File: config.mk
export PLATFORM = sky130hd
export DESIGN_NAME = axi_stream_packer
export DESIGN_NICKNAME = d
export VERILOG_FILES = /design/src/rtl/axi_stream_packer.sv
export SDC_FILE = /design/constraint.sdc
export NUM_CORES = 1
export LEC_CHECK = 0
export BUFFER_PORTS_ARGS = -buffer_cell sky130_fd_sc_hd__buf_2
export CAP_MARGIN = 5
export CORE_MARGIN = 2
export CORE_UTILIZATION = 35
export CTS_CLUSTER_DIAMETER = 30
export DETAILED_ROUTE_END_ITERATION = 16
export SYNTH_ARGS = -nofsm -noshare
export SYNTH_HDL_FRONTEND = slang
export SYNTH_SLANG_ARGS = --single-unit
File: constraint.sdc
create_clock -name clk -period 5.9 [get_ports clk]
set_clock_uncertainty 0.2 [all_clocks]
set_input_delay 0.295 -clock clk [delete_from_list [all_inputs] [get_ports clk]]
set_output_delay 0.295 -clock clk [all_outputs]
set_load 0.005 [all_outputs]
File: src/rtl/axi_stream_packer.sv
// axi_stream_packer: packs RATIO narrow beats into one wide word; optional lane mask under AXI_STREAM_PACKER_KEEP_EN
module axi_stream_packer #(
  parameter int IN_WIDTH = 16,
  parameter int RATIO = 8,
  localparam int OUT_WIDTH = IN_WIDTH * RATIO
) (
  input  logic                 clk,
  input  logic                 rstn,
  input  logic [IN_WIDTH-1:0]  in_data,
  input  logic                 in_last,
  input  logic                 in_valid,
  output logic                 in_ready,
  output logic [OUT_WIDTH-1:0] out_data,
  output logic                 out_last,
  output logic                 out_valid,
  input  logic                 out_ready
`ifdef AXI_STREAM_PACKER_KEEP_EN
  ,
  output logic [RATIO-1:0]     out_keep
`endif
);
  localparam int CW = $clog2(RATIO);
  typedef enum logic {FILL, HOLD} state_t;
  state_t state;
  logic [CW-1:0] cnt;
  logic accept, done;
  logic [OUT_WIDTH-1:0] data_nxt;
  assign out_valid = state == HOLD;
  assign in_ready = ~out_valid | out_ready;
  assign accept = in_valid & in_ready;
  assign done = accept & (in_last | cnt == CW'(RATIO - 1));
  // assembly register doubles as the output word and restarts from zero on each word's first beat
  always_comb begin
    data_nxt = cnt == '0 ? '0 : out_data;
    data_nxt[cnt*IN_WIDTH +: IN_WIDTH] = in_data;
  end
  // FILL/HOLD control, lane counter and registered word
  always_ff @(posedge clk or negedge rstn) begin
    if (!rstn) begin
      state    <= FILL;
      cnt      <= '0;
      out_data <= '0;
      out_last <= 1'b0;
    end else begin
      state <= done ? HOLD : out_ready ? FILL : state;
      if (accept) begin
        out_data <= data_nxt;
        cnt      <= done ? '0 : cnt + 1'b1;
      end
      if (done) out_last <= in_last;
    end
  end
`ifdef AXI_STREAM_PACKER_KEEP_EN
  logic [RATIO-1:0] keep_nxt;
  // lane mask grows with each accepted beat and restarts with each word
  always_comb begin
    keep_nxt = cnt == '0 ? '0 : out_keep;
    keep_nxt[cnt] = 1'b1;
  end
  // registered lane mask travels with the word
  always_ff @(posedge clk or negedge rstn) begin
    if (!rstn) out_keep <= '0;
    else if (accept) out_keep <= keep_nxt;
  end
`endif
endmodule

# After elaboration in Yosys (flattened, before gate mapping)
# Cells that the tools add are included.
# op_classes
mul,0
div_mod_pow,0
reduce_logical,2
n_lt_le_gt_ge,0
n_eq_ne,1
mux,5
shifts,2
n_bitwise,5
n_addsub,2
# ops
cell,n
bitwise mux 128 bit,1
two-way mux 128 bit,1
"variable shift 16 x 34 -> 128 bit, first input constant",1
indexed part select 16 x 34 -> 128 bit,1
negator 7 -> 34 bit,1
"adder 3 x 1 -> 3 bit, second input constant",1
"== test 3 bit, second input constant",1
logical NOT 3 bit,1
two-way mux 3 bit,1
bitwise AND 1 bit,2
two-way mux 1 bit,2
bitwise OR 1 bit,2
nonzero test 2 bit,1
NOT 1 bit,1
# word_totals
latchBits,0
output_inout_bits,131
word_cells,21
romBits,0
input_bits,21
register_bits,133
mem_count,0
ramBits,0

# Longest topological paths before layout
# Gate-level depths: netlist of run 1.
# depth
ltp_word,5
mapped_depth,11
depth_no_buf,7

# Worst setup path after synthesis of run 1
# No wires, ideal clock.
# synth_timing
path_type,reg2reg
start,reg cnt[0]
end,reg out_data[106]
stages_incl_launch_ff,11
path_buffers,3
path_slack_ns,3.242
setup_time_ns,0.121
required_time_ns,5.579
synth_period_minus_slack_ns,2.658
arrival_ns,2.337
cell_sequence,dfrtp_1 -> buf_4 -> buf_2 -> inv_1 -> ha_1 -> ha_1 -> or2_4 -> nor4b_4 -> o21ai_2 -> buf_2 -> a22o_1
# synth_via
elab_chain_cells,3
elab_cells_between_ends,6
classes_between,add/sub: 1; shift: 2; mux: 2; reduce/logical: 1
# synth_rtl
item,line_no,text
start: declaration,25,logic [CW-1:0] cnt;
start signal: assignment,48,cnt <= done ? '0 : cnt + 1'b1;
negator 7 -> 34 bit or logical NOT 3 bit (tied branches),"35, 34",
"indexed part select 16 x 34 -> 128 bit, or another cell as far along",35,data_nxt[cnt*IN_WIDTH +: IN_WIDTH] = in_data;
bitwise mux 128 bit (*),35,
end signal: assignment,47,out_data <= data_nxt;
end: declaration,13,"output logic [OUT_WIDTH-1:0] out_data,"
# Mark *: on every way between the ends. The rest lies on a longest branch, timed or not.
# A chain may end at the register's enable or synchronous reset.

# Final worst setup path of run 1
# layout_timing
start,reg cnt[0]
end,reg out_data[86]
# The elaborated chain is that of the path after synthesis.

==> load_flow_metrics.sql, run 1 <==
INSERT INTO impl_metrics (metric_group, metric, value, unit) VALUES
('sta', 'grt_setup_unrepaired', 'false', ''),
('global_routing', 'pin_count_of_the_biggest_net_entering_global_routing', '73', ''),
('pwr', 'ir_drop', '183.0', 'uV'),
('die', 'row_count', '44', ''),
('global_routing', 'gr-usage-all-layers', '20.00', '%'),
('sta', 'setup_slack', '2.194', 'ns'),
('worst_setup_path', 'critPathCaptureType', 'flop', ''),
('die', 'floorplan.die.width', '125.0', 'um'),
('detailed_routing', 'routed_wl', '15120', 'um'),
('die', 'floorplan.core_area', '14420', 'sq um'),
('clocking', 'h-tree-depth', '4', ''),
('synthesis', 'syn_nets', '381', ''),
('worst_setup_path', 'setup.worst_path.class', 'flop to flop', ''),
('detailed_routing', 'ant_nets', '0', ''),
('die', 'die_height', '125.0', 'um'),
('worst_setup_path', 'setup.worst_path.start_class', 'flop', ''),
('detailed_routing', 'iteration_count_of_the_initial_detailed_routing_pass', '4', ''),
('clocking', 'clk_pin_slew_worst_setup_hold_paths', '0.05', 'ns'),
('sta', 'achievable_frequency', '269.8', 'MHz'),
('clocking', 'clk_path_buf_depth', '2', ''),
('synthesis', 'postSynthRegisterBits', '133', ''),
('placed_design', 'globalplace.congestion', '0.8108', ''),
('pwr', 'power.density', '396.4', 'nW/um^2'),
('sta', 'timing.final.crit_share', '62.82', '%'),
('sta', 'fin_setup_tns', '0', 'ns'),
('synthesis', 'synthesis.yosys.warnings', '0', ''),
('sta', 'timing_max_transition_violations_final', '0', ''),
('clocking', 'clk_sink_count', '133', ''),
('placed_design', 'placed_area', '5926', 'sq um'),
('worst_setup_path', 'worst-endpoint-arrival', '3.85', 'ns'),
('placed_design', 'post-dp-hpwl', '10190', 'um'),
('pwr', 'leakagePower', '3.530', 'nW'),
('placed_design', 'numPortBuffers', '151', ''),
('pwr', 'p_int', '1.908', 'mW'),
('die', 'design.portCount', '152', ''),
('worst_setup_path', 'timing.critical_path.fanout_max', '27', ''),
('pwr', 'p_sw', '0.6997', 'mW'),
('layout', 'most-common-layout-cells', 'sky130_fd_sc_hd__buf_2 (150), sky130_fd_sc_hd__dfrtp_1 (133), sky130_fd_sc_hd__a22o_1 (111)', ''),
('layout', 'finish.net_count', '520', ''),
('global_routing', 'antenna_violations_before_repair', '0', ''),
('sta', 'report.final.setup_viol', '0', ''),
('clocking', 'num_cts_buffers', '17', ''),
('worst_setup_path', 'required', '6.05', 'ns'),
('layout', 'post_route_cells_drive_above_1_share', '40.12', '%'),
('layout', 'layout.cells.most_common', 'sky130_fd_sc_hd__buf_2', ''),
('global_routing', 'grt_pass1_wl', '23470', 'um'),
('sta', 'worst_slew_margin_rel', '20.28', '%'),
('die', 'initial_utilization', '35.53', '%'),
('synthesis', 'mean_cell_area_of_the_mapped_netlist', '14.44', 'sq um'),
('pwr', 'p_sw_share', '26.83', '%'),
('synthesis', 'asyncSetResetFlopFracSynth', '100.0', '%'),
('sta', 'layout_min_cycle_time', '3.706', 'ns'),
('sta', 'hold_viol', '0', ''),
('clocking', 'tritoncts', 'yes', ''),
('pwr', 'power.share.sequential', '41.9', '%'),
('synthesis', 'syn_inst', '355', ''),
('detailed_routing', 'drtIter0Drc', '212', ''),
('synthesis', 'synth_edf_count', '0', ''),
('synthesis', 'yosysUniqueCellTypes', '32', ''),
('clocking', 'post_cts_resize_count', '0', ''),
('synthesis', 'synth-seq-area-share', '64.94', '%'),
('global_routing', 'globalRouteOverflowTotal', '0', ''),
('detailed_routing', 'post-route-drc-count', '0', ''),
('sta', 'timing_worst_slew_pin_value', '1.189', 'ns'),
('status', 'outcome', 'finished clean', ''),
('global_routing', 'grt_pass1_vias', '3840', ''),
('pwr', 'power_frac_comb', '16.8', '%'),
('flow_run', 'max-cap-violations', '0', ''),
('synthesis', 'syn_area', '5125', 'sq um'),
('synthesis', 'yosys_most_used_dff', 'sky130_fd_sc_hd__dfrtp_1', ''),
('detailed_routing', 'mean_routed_wirelength_per_cell', '21.91', 'um'),
('die', 'fp.dieArea', '15630', 'sq um'),
('detailed_routing', 'drt_via_density', '5.464', ''),
('layout', 'syn_to_final_growth', '28.37', '%'),
('clocking', 'clk_latency', '0.42', 'ns'),
('layout', 'n_antenna_cell', '0', ''),
('layout', 'postLayoutCellArea', '6579', 'sq um'),
('clocking', 'cts.root.buffer_cell', 'sky130_fd_sc_hd__clkbuf_16', ''),
('hold_path', 'hp-class', 'input pin to flop', ''),
('detailed_routing', 'routed-via-count', '3770', ''),
('pwr', 'power.share.clock', '41.2', '%'),
('placed_design', 'pre_cts_slack', '2.122', 'ns');
==> power groups by stage <==
stage                     sequential, mW  clock, mW  combinational (mW)
after CTS                           1.09       1.10               0.441
after global routing                1.11       1.14               0.478
after global placement              1.10          0               0.428
final                               1.09       1.08               0.439
after detailed placement            1.10          0               0.438
after floorplan                     1.10          0               0.246
==> kinds of logic (layout without fill, tap and decap cells) <==
group                      Yosys count  count (layout)  share of synthesized area (%)
AOI/OAI and AO/OA                  140             140                          24.00
adders and majority gates            5               5                          1.221
and+or+nand+nor                     34              34                          5.151
buffers and inverters               43             194                          4.687
DFF                                133             133                          64.94
==> worst paths after layout <==
kind	startpoint	endpoint	slack [ns]	depth (start not counted)
min reg2reg	out_data[88]	out_data[88]	0.29	1
min	in_data[4]	out_data[100]	0.03	2
max reg2reg	cnt[0]	out_data[86]	2.19	6
max	cnt[0]	out_data[86]	2.19	6
max in group asynchronous	rstn	cnt[0]	3.93	3
min in group asynchronous	rstn	out_data[59]	0.21	2
==> cells in the mapped netlist, types with 2 or more instances <==
cell type | n | area (sq um)
sky130_fd_sc_hd__ha_1 | 5 | 62.56
sky130_fd_sc_hd__dfrtp_1 | 133 | 3328
sky130_fd_sc_hd__nand3_1 | 3 | 15.01
sky130_fd_sc_hd__and2_1 | 2 | 12.51
sky130_fd_sc_hd__buf_2 | 9 | 45.04
sky130_fd_sc_hd__inv_1 | 3 | 11.26
sky130_fd_sc_hd__nand2_1 | 5 | 18.77
sky130_fd_sc_hd__buf_4 | 10 | 75.07
sky130_fd_sc_hd__nor4_4 | 2 | 42.54
sky130_fd_sc_hd__o21ai_1 | 2 | 10.01
sky130_fd_sc_hd__nor3_2 | 2 | 20.02
sky130_fd_sc_hd__a22o_1 | 111 | 972.2
sky130_fd_sc_hd__a32o_1 | 18 | 180.2
sky130_fd_sc_hd__nor2_1 | 8 | 30.03
sky130_fd_sc_hd__o21ai_2 | 4 | 35.03
sky130_fd_sc_hd__buf_6 | 4 | 45.04
sky130_fd_sc_hd__buf_1 | 16 | 60.06
sky130_fd_sc_hd__o21ai_0 | 4 | 20.02
==> through the flow <==
step / hold slack (ns) / util, % / std cells / power [mW]
6_report: 0.03499 / 45.61 / 690 / 2.608
4_1_cts: 0.02494 / 45.58 / 690 / 2.630
5_1_grt: 0.05650 / 45.61 / 690 / 2.724
3_3_place_gp: 0.09404 / 41.08 / 655 / 1.529
2_1_floorplan: -0.2006 / - / 355 / 1.344
3_5_place_dp: 0.1030 / 41.08 / 655 / 1.542
==> critical path: stages (launching register included) <==
cell                      delay, ns
sky130_fd_sc_hd__dfrtp_1       1.03
sky130_fd_sc_hd__inv_1         0.24
sky130_fd_sc_hd__ha_1          0.30
sky130_fd_sc_hd__ha_1          0.34
sky130_fd_sc_hd__or2_4         0.29
sky130_fd_sc_hd__nor3_2        0.94
sky130_fd_sc_hd__a32o_1        0.29
==> flip-flops by register name (all words and copies together) (netlist names) <==
signal,count
out_valid,1
cnt,3
out_last,1
out_data,128
==> layer usage <==
metal / track usage, % / routed length [um]
met1: 26.75 / 6559
met2: 30.66 / 7028
met3: 7.060 / 1410
met4: 6.471 / 121
met5: 0 / 0
==> cell type report <==
class                      count  area (sq um)
inverter                       3         11.26
tap                          184         230.2
sequential                   133          3328
multi-input combinational    179          1560
clock inverter                 9         125.1
fill                        1330          7845
clock buffer                  22         484.2
timing repair buffer         160         839.6
==> what timing repair did <==
| action | in CTS | in global routing |
|---|---|---|
| endpoints found under the hold margin | 63 | 0 |
| hold buffers | 4 | 0 |
| buffers inserted | 0 | 0 |
Note: power is estimated with default switching activity, not from simulation.
==> inputs of run 2 (changes only) <==
==> constraint.sdc (replaced) <==
create_clock -name clk -period 3.2 [get_ports clk]
set_clock_uncertainty 0.2 [all_clocks]
set_input_delay 0.16 -clock clk [delete_from_list [all_inputs] [get_ports clk]]
set_output_delay 0.16 -clock clk [all_outputs]
set_load 0.005 [all_outputs]
==> run 2 against run 1 <==
Effect of this change: sequential cell count is the same; clock-buffer cell count grew 6; largest power group unchanged; cell area grew 2.6%; via count grew 3.0%; global-route usage up 0.19 points; maximum frequency increased by 38%.
==> load_flow_metrics.sql, run 2 (synthesis gave the netlist of run 1 again) <==
INSERT INTO impl_metrics (metric_group, metric, value, unit) VALUES
('die', 'floorplan.core_area', '14420', 'sq um'),
('placed_design', 'globalplace.congestion', '0.8268', ''),
('sta', 'layout_min_cycle_time', '2.679', 'ns'),
('sta', 'achievable_frequency', '373.2', 'MHz'),
('sta', 'worst_slew_margin_rel', '26.54', '%'),
('pwr', 'p_sw', '1.282', 'mW'),
('global_routing', 'gr-usage-all-layers', '20.19', '%'),
('layout', 'most-common-layout-cells', 'sky130_fd_sc_hd__buf_2 (150), sky130_fd_sc_hd__dfrtp_1 (133), sky130_fd_sc_hd__a22o_1 (111)', ''),
('sta', 'grt_setup_unrepaired', 'false', ''),
('clocking', 'clk_sink_count', '133', ''),
('hold_path', 'hold_path_startpoint', 'in_valid', ''),
('detailed_routing', 'ant_nets', '0', ''),
('worst_setup_path', 'critPathMaxStageDelay', '0.56', 'ns'),
('worst_setup_path', 'required', '3.30', 'ns'),
('pwr', 'power_frac_comb', '17.8', '%'),
('layout', 'n_antenna_cell', '0', ''),
('flow_run', 'max-cap-violations', '0', ''),
('layout', 'finish.net_count', '542', ''),
('pwr', 'power.share.clock', '40.2', '%'),
('die', 'die_height', '125.0', 'um'),
('worst_setup_path', 'worst-r2r-cell-count', '7', ''),
('layout', 'post_route_cells_drive_above_1_share', '38.45', '%'),
('layout', 'final-instance-count-excl-fill', '712', ''),
('pwr', 'power.share.sequential', '41.9', '%'),
('clocking', 'clk_pin_slew_worst_setup_hold_paths', '0.06', 'ns'),
('hold_path', 'worstHoldPathCells', '4', ''),
('detailed_routing', 'routed_wl', '15480', 'um'),
('global_routing', 'pin_count_of_the_biggest_net_entering_global_routing', '121', ''),
('placed_design', 'post-dp-hpwl', '10000', 'um'),
('global_routing', 'globalRouteOverflowTotal', '0', ''),
('worst_setup_path', 'worst-r2r-setup-slack', '0.52', 'ns'),
('sta', 'timing_max_transition_violations_final', '0', ''),
('die', 'initial_utilization', '35.53', '%'),
('global_routing', 'grt_pass1_vias', '4040', ''),
('worst_setup_path', 'worstPathCellList', 'buf_4 > ha_1 > ha_1 > o21ai_0 > dlygate4sd3_1 > nand2_1 > dlygate4sd3_1', ''),
('placed_design', 'numPortBuffers', '151', ''),
('clocking', 'h-tree-depth', '4', ''),
('sta', 'hold_viol', '0', ''),
('sta', 'timing.final.crit_share', '83.73', '%'),
('worst_setup_path', 'worst-endpoint-arrival', '2.77', 'ns'),
('clocking', 'post_cts_resize_count', '0', ''),
('clocking', 'cts.root.buffer_cell', 'sky130_fd_sc_hd__clkbuf_16', ''),
('global_routing', 'antenna_violations_before_repair', '0', ''),
('detailed_routing', 'post-route-drc-count', '0', ''),
('clocking', 'tritoncts', 'yes', ''),
('die', 'fp.dieArea', '15630', 'sq um'),
('global_routing', 'grt_pass1_wl', '24070', 'um'),
('layout', 'syn_to_final_growth', '31.76', '%'),
('worst_setup_path', 'critPathCaptureType', 'flop', ''),
('worst_setup_path', 'setup.worst_path.start_class', 'flop', ''),
('pwr', 'power.density', '706.4', 'nW/um^2'),
('clocking', 'postCtsSetupBuffers', '0', ''),
('placed_design', 'numPlacedInstances', '661', ''),
('pwr', 'p_sw_share', '26.87', '%'),
('worst_setup_path', 'timing.critical_path.fanout_max', '26', ''),
('sta', 'report.final.setup_viol', '0', ''),
('layout', 'layout.cells.most_common', 'sky130_fd_sc_hd__buf_2', ''),
('sta', 'fin_setup_tns', '0', 'ns'),
('worst_setup_path', 'regToRegEndpoint', 'out_valid', ''),
('detailed_routing', 'iteration_count_of_the_initial_detailed_routing_pass', '5', ''),
('worst_setup_path', 'regToRegStartpoint', 'cnt[0]', ''),
('die', 'row_count', '44', ''),
('clocking', 'clk_latency', '0.41', 'ns'),
('layout', 'layout.filler_cells', '1323', ''),
('pwr', 'ir_drop', '362.3', 'uV'),
('hold_path', 'whs_endpoint', 'out_data[68]', ''),
('pwr', 'leakagePower', '3.614', 'nW'),
('layout', 'largest_register', 'out_data', ''),
('die', 'design.portCount', '152', ''),
('sta', 'timing_worst_slew_pin_value', '1.102', 'ns'),
('hold_path', 'hp-class', 'input pin to flop', ''),
('clocking', 'clk_path_buf_depth', '2', ''),
('layout', 'top_regs', 'out_data: 128 flops, cnt: 3 flops', ''),
('status', 'outcome', 'finished clean', ''),
('worst_setup_path', 'highest_delay_cell_along_the_critical_path', 'sky130_fd_sc_hd__dlygate4sd3_1', ''),
('pwr', 'p_int', '3.488', 'mW'),
('detailed_routing', 'routed-via-count', '3882', ''),
('layout', 'number_of_flip_flops_in_the_largest_register', '128', ''),
('detailed_routing', 'drtIter0Drc', '253', ''),
('clocking', 'num_cts_buffers', '17', ''),
('die', 'floorplan.die.width', '125.0', 'um'),
('detailed_routing', 'mean_routed_wirelength_per_cell', '21.74', 'um'),
('detailed_routing', 'drt_via_density', '5.452', ''),
('worst_setup_path', 'setup.worst_path.class', 'flop to flop', '');
## run 2: changes by cell type in the layout (fill, tap and decap cells not counted)
cell	previous run	this run
sky130_fd_sc_hd__clkinv_2	4	1
sky130_fd_sc_hd__clkinvlp_4	2	0
sky130_fd_sc_hd__buf_4	5	11
sky130_fd_sc_hd__clkbuf_1	1	6
sky130_fd_sc_hd__o21ai_1	1	2
sky130_fd_sc_hd__clkbuf_8	4	5
sky130_fd_sc_hd__bufinv_16	3	2
sky130_fd_sc_hd__o21ai_2	5	4
sky130_fd_sc_hd__dlygate4sd3_1	4	20
## run 2: layout make-up
type	count	area [sq um]	area share (%)
sequential	133	3328	49.29
timing repair buffer	182	1045	15.47
multi-input combinational	179	1556	23.05
clock inverter	3	65.06	0.9635
clock buffer	28	516.7	7.652
tap	184	230.2	3.409
inverter	3	11.26	0.1668
## run 2: worst max-delay path, delay by kind of cell (launching register included)
| family | cells | cell delay (ns) |
|---|---|---|
| fa+ha+maj | 2 | 0.45 |
| simple gates | 1 | 0.05 |
| flops | 1 | 0.37 |
| buf+inv | 3 | 1.34 |
| compound gates | 1 | 0.15 |
## run 2: metal layers
metal  GRT usage [%]  vias to the layer above  share of wire (%)  wire length, um
met4           5.033                        0               0.42               65
met1           27.49                     2001                 43             6598
li1                -                     1688                  -                -
met2           30.88                      183                 46             7193
met5               0                        -                  0                0
met3           7.445                       10                 10             1623
## run 2: worst max path at each step
stage | to | depth (start not counted) | slack, ns | startpoint
2_1_floorplan | out_data[106] | 10 | 0.54 | cnt[0]
3_3_place_gp | out_data[110] | 7 | 0.65 | cnt[1]
3_5_place_dp | out_data[98] | 7 | 0.57 | cnt[1]
4_1_cts | out_valid | 7 | 0.52 | cnt[0]
5_1_grt | out_data[111] | 7 | 0.38 | cnt[1]
6_report | out_valid | 7 | 0.52 | cnt[0]
## run 2: stage by stage
| step | hold WS, ns | worst slack [ns] | util [%] | area [sq um] | power, mW |
|---|---|---|---|---|---|
| finish | 0.1798 | 0.5207 | 46.82 | 6753 | 4.770 |
| CTS | 0.1699 | 0.5163 | 46.82 | 6753 | 4.806 |
| detailed placement | 0.2166 | 0.5715 | 41.39 | 5971 | 2.860 |
| floorplan | -0.3356 | 0.5421 | - | 5125 | 2.478 |
| global route | 0.1832 | 0.3813 | 46.82 | 6753 | 4.992 |
| global placement | 0.1909 | 0.6458 | 41.39 | 5971 | 2.840 |
## run 2: repair_timing
action                     4_1_cts  5_1_grt
hold endpoints to repair       249        0
hold buffers                    20        0
setup endpoints to repair        0        0
## run 2: power groups by stage
stage | Sequential (mW) | Clock (mW) | Combinational [mW]
3_3_place_gp | 2.01 | 0 | 0.825
5_1_grt | 2.02 | 2.03 | 0.935
2_1_floorplan | 2.02 | 0 | 0.454
6_report | 2.00 | 1.92 | 0.851
3_5_place_dp | 2.02 | 0 | 0.840
4_1_cts | 2.00 | 1.94 | 0.863
==> inputs of run 3 (changes only) <==
==> constraint.sdc (replaced) <==
create_clock -name clk -period 2.7 [get_ports clk]
set_clock_uncertainty 0.2 [all_clocks]
set_input_delay 0.135 -clock clk [delete_from_list [all_inputs] [get_ports clk]]
set_output_delay 0.135 -clock clk [all_outputs]
set_load 0.005 [all_outputs]
==> run 3 against run 2 <==
Effect of this change: power grew 14%; hold slack got worse by 0.090 ns; clock-buffer cell count decreased by 2; clock power up 6%; routed wire length about the same; setup slack got worse by 0.32 ns; global-route usage increased by 0.090 points; largest cell class unchanged.
==> load_flow_metrics.sql, run 3 (synthesis gave the netlist of run 1 again) <==
INSERT INTO impl_metrics (metric_group, metric, value, unit) VALUES
('status', 'outcome', 'finished clean', ''),
('placed_design', 'globalplace.congestion', '0.8801', ''),
('clocking', 'num_cts_buffers', '17', ''),
('pwr', 'leakagePower', '3.669', 'nW'),
('worst_setup_path', 'regToRegStartpoint', 'cnt[0]', ''),
('worst_setup_path', 'regToRegEndpoint', 'out_data[62]', ''),
('worst_setup_path', 'cp_common_cell', 'sky130_fd_sc_hd__ha_1', ''),
('layout', 'ff_latch_area', '3328', 'sq um'),
('die', 'floorplan.core_area', '14420', 'sq um'),
('die', 'floorplan.die.width', '125.0', 'um'),
('clocking', 'h-tree-depth', '4', ''),
('hold_path', 'hp-class', 'input pin to async pin', ''),
('pwr', 'power.share.sequential', '43.6', '%'),
('clocking', 'postCtsSetupBuffers', '0', ''),
('sta', 'grt_setup_unrepaired', 'false', ''),
('die', 'die_height', '125.0', 'um'),
('pwr', 'power_frac_comb', '19.1', '%'),
('die', 'fp.dieArea', '15630', 'sq um'),
('die', 'initial_utilization', '35.53', '%'),
('clocking', 'clk_latency', '0.41', 'ns'),
('detailed_routing', 'iteration_count_of_the_initial_detailed_routing_pass', '4', ''),
('worst_setup_path', 'timing.critical_path.fanout_max', '16', ''),
('worst_setup_path', 'worstPathCellList', 'inv_1 > ha_1 > ha_1 > nand2b_1 > nor2_1 > o21ai_2 > a22o_1', ''),
('global_routing', 'antenna_violations_before_repair', '0', ''),
('worst_setup_path', 'required', '2.85', 'ns'),
('sta', 'hold_viol', '0', ''),
('detailed_routing', 'mean_routed_wirelength_per_cell', '21.39', 'um'),
('worst_setup_path', 'worst-r2r-cell-count', '7', ''),
('clocking', 'clk_path_buf_depth', '2', ''),
('detailed_routing', 'post-route-drc-count', '0', ''),
('worst_setup_path', 'worstSetupPathDepth', '7', ''),
('layout', 'layout.filler_cells', '1323', ''),
('sta', 'layout_min_cycle_time', '2.503', 'ns'),
('global_routing', 'grt_pass1_vias', '4157', ''),
('global_routing', 'grt_pass1_wl', '24330', 'um'),
('global_routing', 'globalRouteOverflowTotal', '0', ''),
('sta', 'timing.final.crit_share', '92.71', '%'),
('worst_setup_path', 'critPathTopFamily', 'compound AO/OA/AOI/OAI gates', ''),
('detailed_routing', 'drt_via_density', '5.420', ''),
('layout', 'finish.net_count', '554', ''),
('layout', 'multi_input_comb_area', '1568', 'sq um'),
('global_routing', 'pin_count_of_the_biggest_net_entering_global_routing', '75', ''),
('worst_setup_path', 'critPathCaptureType', 'flop', ''),
('worst_setup_path', 'crit_path_end', 'out_data[62]', ''),
('placed_design', 'post-dp-hpwl', '10350', 'um'),
('sta', 'worst_slew_margin_rel', '40.16', '%'),
('layout', 'number_of_flip_flops_in_the_largest_register', '128', ''),
('pwr', 'p_int', '3.947', 'mW'),
('pwr', 'power.share.clock', '37.3', '%'),
('layout', 'syn_to_final_growth', '33.35', '%'),
('layout', 'most-common-layout-cells', 'sky130_fd_sc_hd__buf_2 (150), sky130_fd_sc_hd__dfrtp_1 (133), sky130_fd_sc_hd__a22o_1 (111)', ''),
('layout', 'largest_register', 'out_data', ''),
('sta', 'achievable_frequency', '399.5', 'MHz'),
('worst_setup_path', 'critPathBufInv', '1', ''),
('clocking', 'cts.root.buffer_cell', 'sky130_fd_sc_hd__clkbuf_16', ''),
('layout', 'layout.cells.most_common', 'sky130_fd_sc_hd__buf_2', ''),
('clocking', 'tritoncts', 'yes', ''),
('clocking', 'clk_sink_count', '133', ''),
('die', 'design.portCount', '152', ''),
('sta', 'timing_worst_slew_pin_value', '0.8975', 'ns'),
('die', 'row_count', '44', ''),
('sta', 'fin_setup_tns', '0', 'ns'),
('pwr', 'power.density', '799.1', 'nW/um^2'),
('sta', 'worst_hold_slack', '0.09016', 'ns'),
('layout', 'final_core_utilization', '47.38', '%'),
('worst_setup_path', 'critPathLaunch', 'cnt[0]', ''),
('detailed_routing', 'routed_wl', '15470', 'um'),
('pwr', 'p_sw_share', '27.72', '%'),
('placed_design', 'pre_cts_slack', '0.1610', 'ns'),
('worst_setup_path', 'worst-endpoint-arrival', '2.65', 'ns'),
('pwr', 'post-layout-total-power', '5.461', 'mW'),
('sta', 'report.final.setup_viol', '0', ''),
('worst_setup_path', 'setup.worst_path.start_class', 'flop', ''),
('sta', 'timing_max_transition_violations_final', '0', ''),
('layout', 'post_route_cells_drive_above_1_share', '40.07', '%'),
('layout', 'top_regs', 'out_data: 128 flops, cnt: 3 flops', ''),
('flow_run', 'max-cap-violations', '0', ''),
('sta', 'setup_slack', '0.1968', 'ns'),
('global_routing', 'gr-usage-all-layers', '20.28', '%'),
('pwr', 'p_sw', '1.514', 'mW'),
('layout', 'n_antenna_cell', '0', ''),
('detailed_routing', 'ant_nets', '0', ''),
('placed_design', 'numPortBuffers', '151', ''),
('worst_setup_path', 'critPathMaxStageDelay', '0.70', 'ns'),
('detailed_routing', 'routed-via-count', '3919', ''),
('worst_setup_path', 'highest_delay_cell_along_the_critical_path', 'sky130_fd_sc_hd__o21ai_2', ''),
('detailed_routing', 'drtIter0Drc', '202', ''),
('worst_setup_path', 'worst-r2r-setup-slack', '0.20', 'ns'),
('pwr', 'ir_drop', '464.0', 'uV'),
('clocking', 'clk_pin_slew_worst_setup_hold_paths', '0.06', 'ns'),
('worst_setup_path', 'setup.worst_path.class', 'flop to flop', '');
==> run 3: cell count changes in the layout (fill, tap and decap cells not counted), moves of 2 or more <==
cell,change
sky130_fd_sc_hd__buf_12,+3
sky130_fd_sc_hd__buf_4,+9
sky130_fd_sc_hd__clkinv_2,+2
sky130_fd_sc_hd__bufinv_16,-2
==> run 3: metal layers <==
metal	global-route usage (%)	routed length (um)
met5	0	0
met4	5.490	101
met3	7.360	1376
met2	30.53	7194
met1	27.97	6795
==> run 3: timing repair <==
| action | CTS | global route |
|---|---|---|
| hold buffers | 20 | 0 |
| setup endpoints to repair | 0 | 8 |
| gates resized for setup | 0 | 7 |
| hold endpoints to repair | 205 | 0 |
==> run 3: through the flow <==
step,cell area (sq um),std cells
finish,6834,723
global placement,6086,673
global route,6834,723
detailed placement,6086,673
floorplan,5125,355
CTS,6808,723
==> run 3: how the worst min path moves through the flow <==
stage | to | slack (ns) | depth (start not counted)
2_1_floorplan | cnt[0] | -0.36 | 0
3_3_place_gp | out_data[59] | -0.0009 | 1
3_5_place_dp | out_data[49] | 0.003 | 1
4_1_cts | out_data[49] | 0.13 | 2
5_1_grt | out_data[27] | 0.17 | 2
6_report | out_data[49] | 0.09 | 2
==> run 3: power by group through the flow <==
stage	logic, mW	registers (mW)	clock network, mW
after floorplan	0.539	2.40	0
after global placement	1.01	2.40	0
after detailed placement	1.02	2.40	0
after CTS	1.04	2.38	2.07
after global routing	1.14	2.41	2.18
final	1.04	2.38	2.03
==> run 3: area by class of cell <==
type / count / share of cell area, %
sequential: 133 / 48.70
tap: 184 / 3.369
timing repair buffer: 194 / 17.19
clock inverter: 4 / 0.3295
clock buffer: 26 / 7.305
multi-input combinational: 179 / 22.94
inverter: 3 / 0.1648
==> run 3: worst reg2reg max path: stages, from the launching register on <==
cell and delay, ns:
sky130_fd_sc_hd__dfrtp_1 0.38, sky130_fd_sc_hd__inv_1 0.11, sky130_fd_sc_hd__ha_1 0.23, sky130_fd_sc_hd__ha_1 0.34, sky130_fd_sc_hd__nand2b_1 0.16, sky130_fd_sc_hd__nor2_1 0.08
sky130_fd_sc_hd__o21ai_2 0.70, sky130_fd_sc_hd__a22o_1 0.25
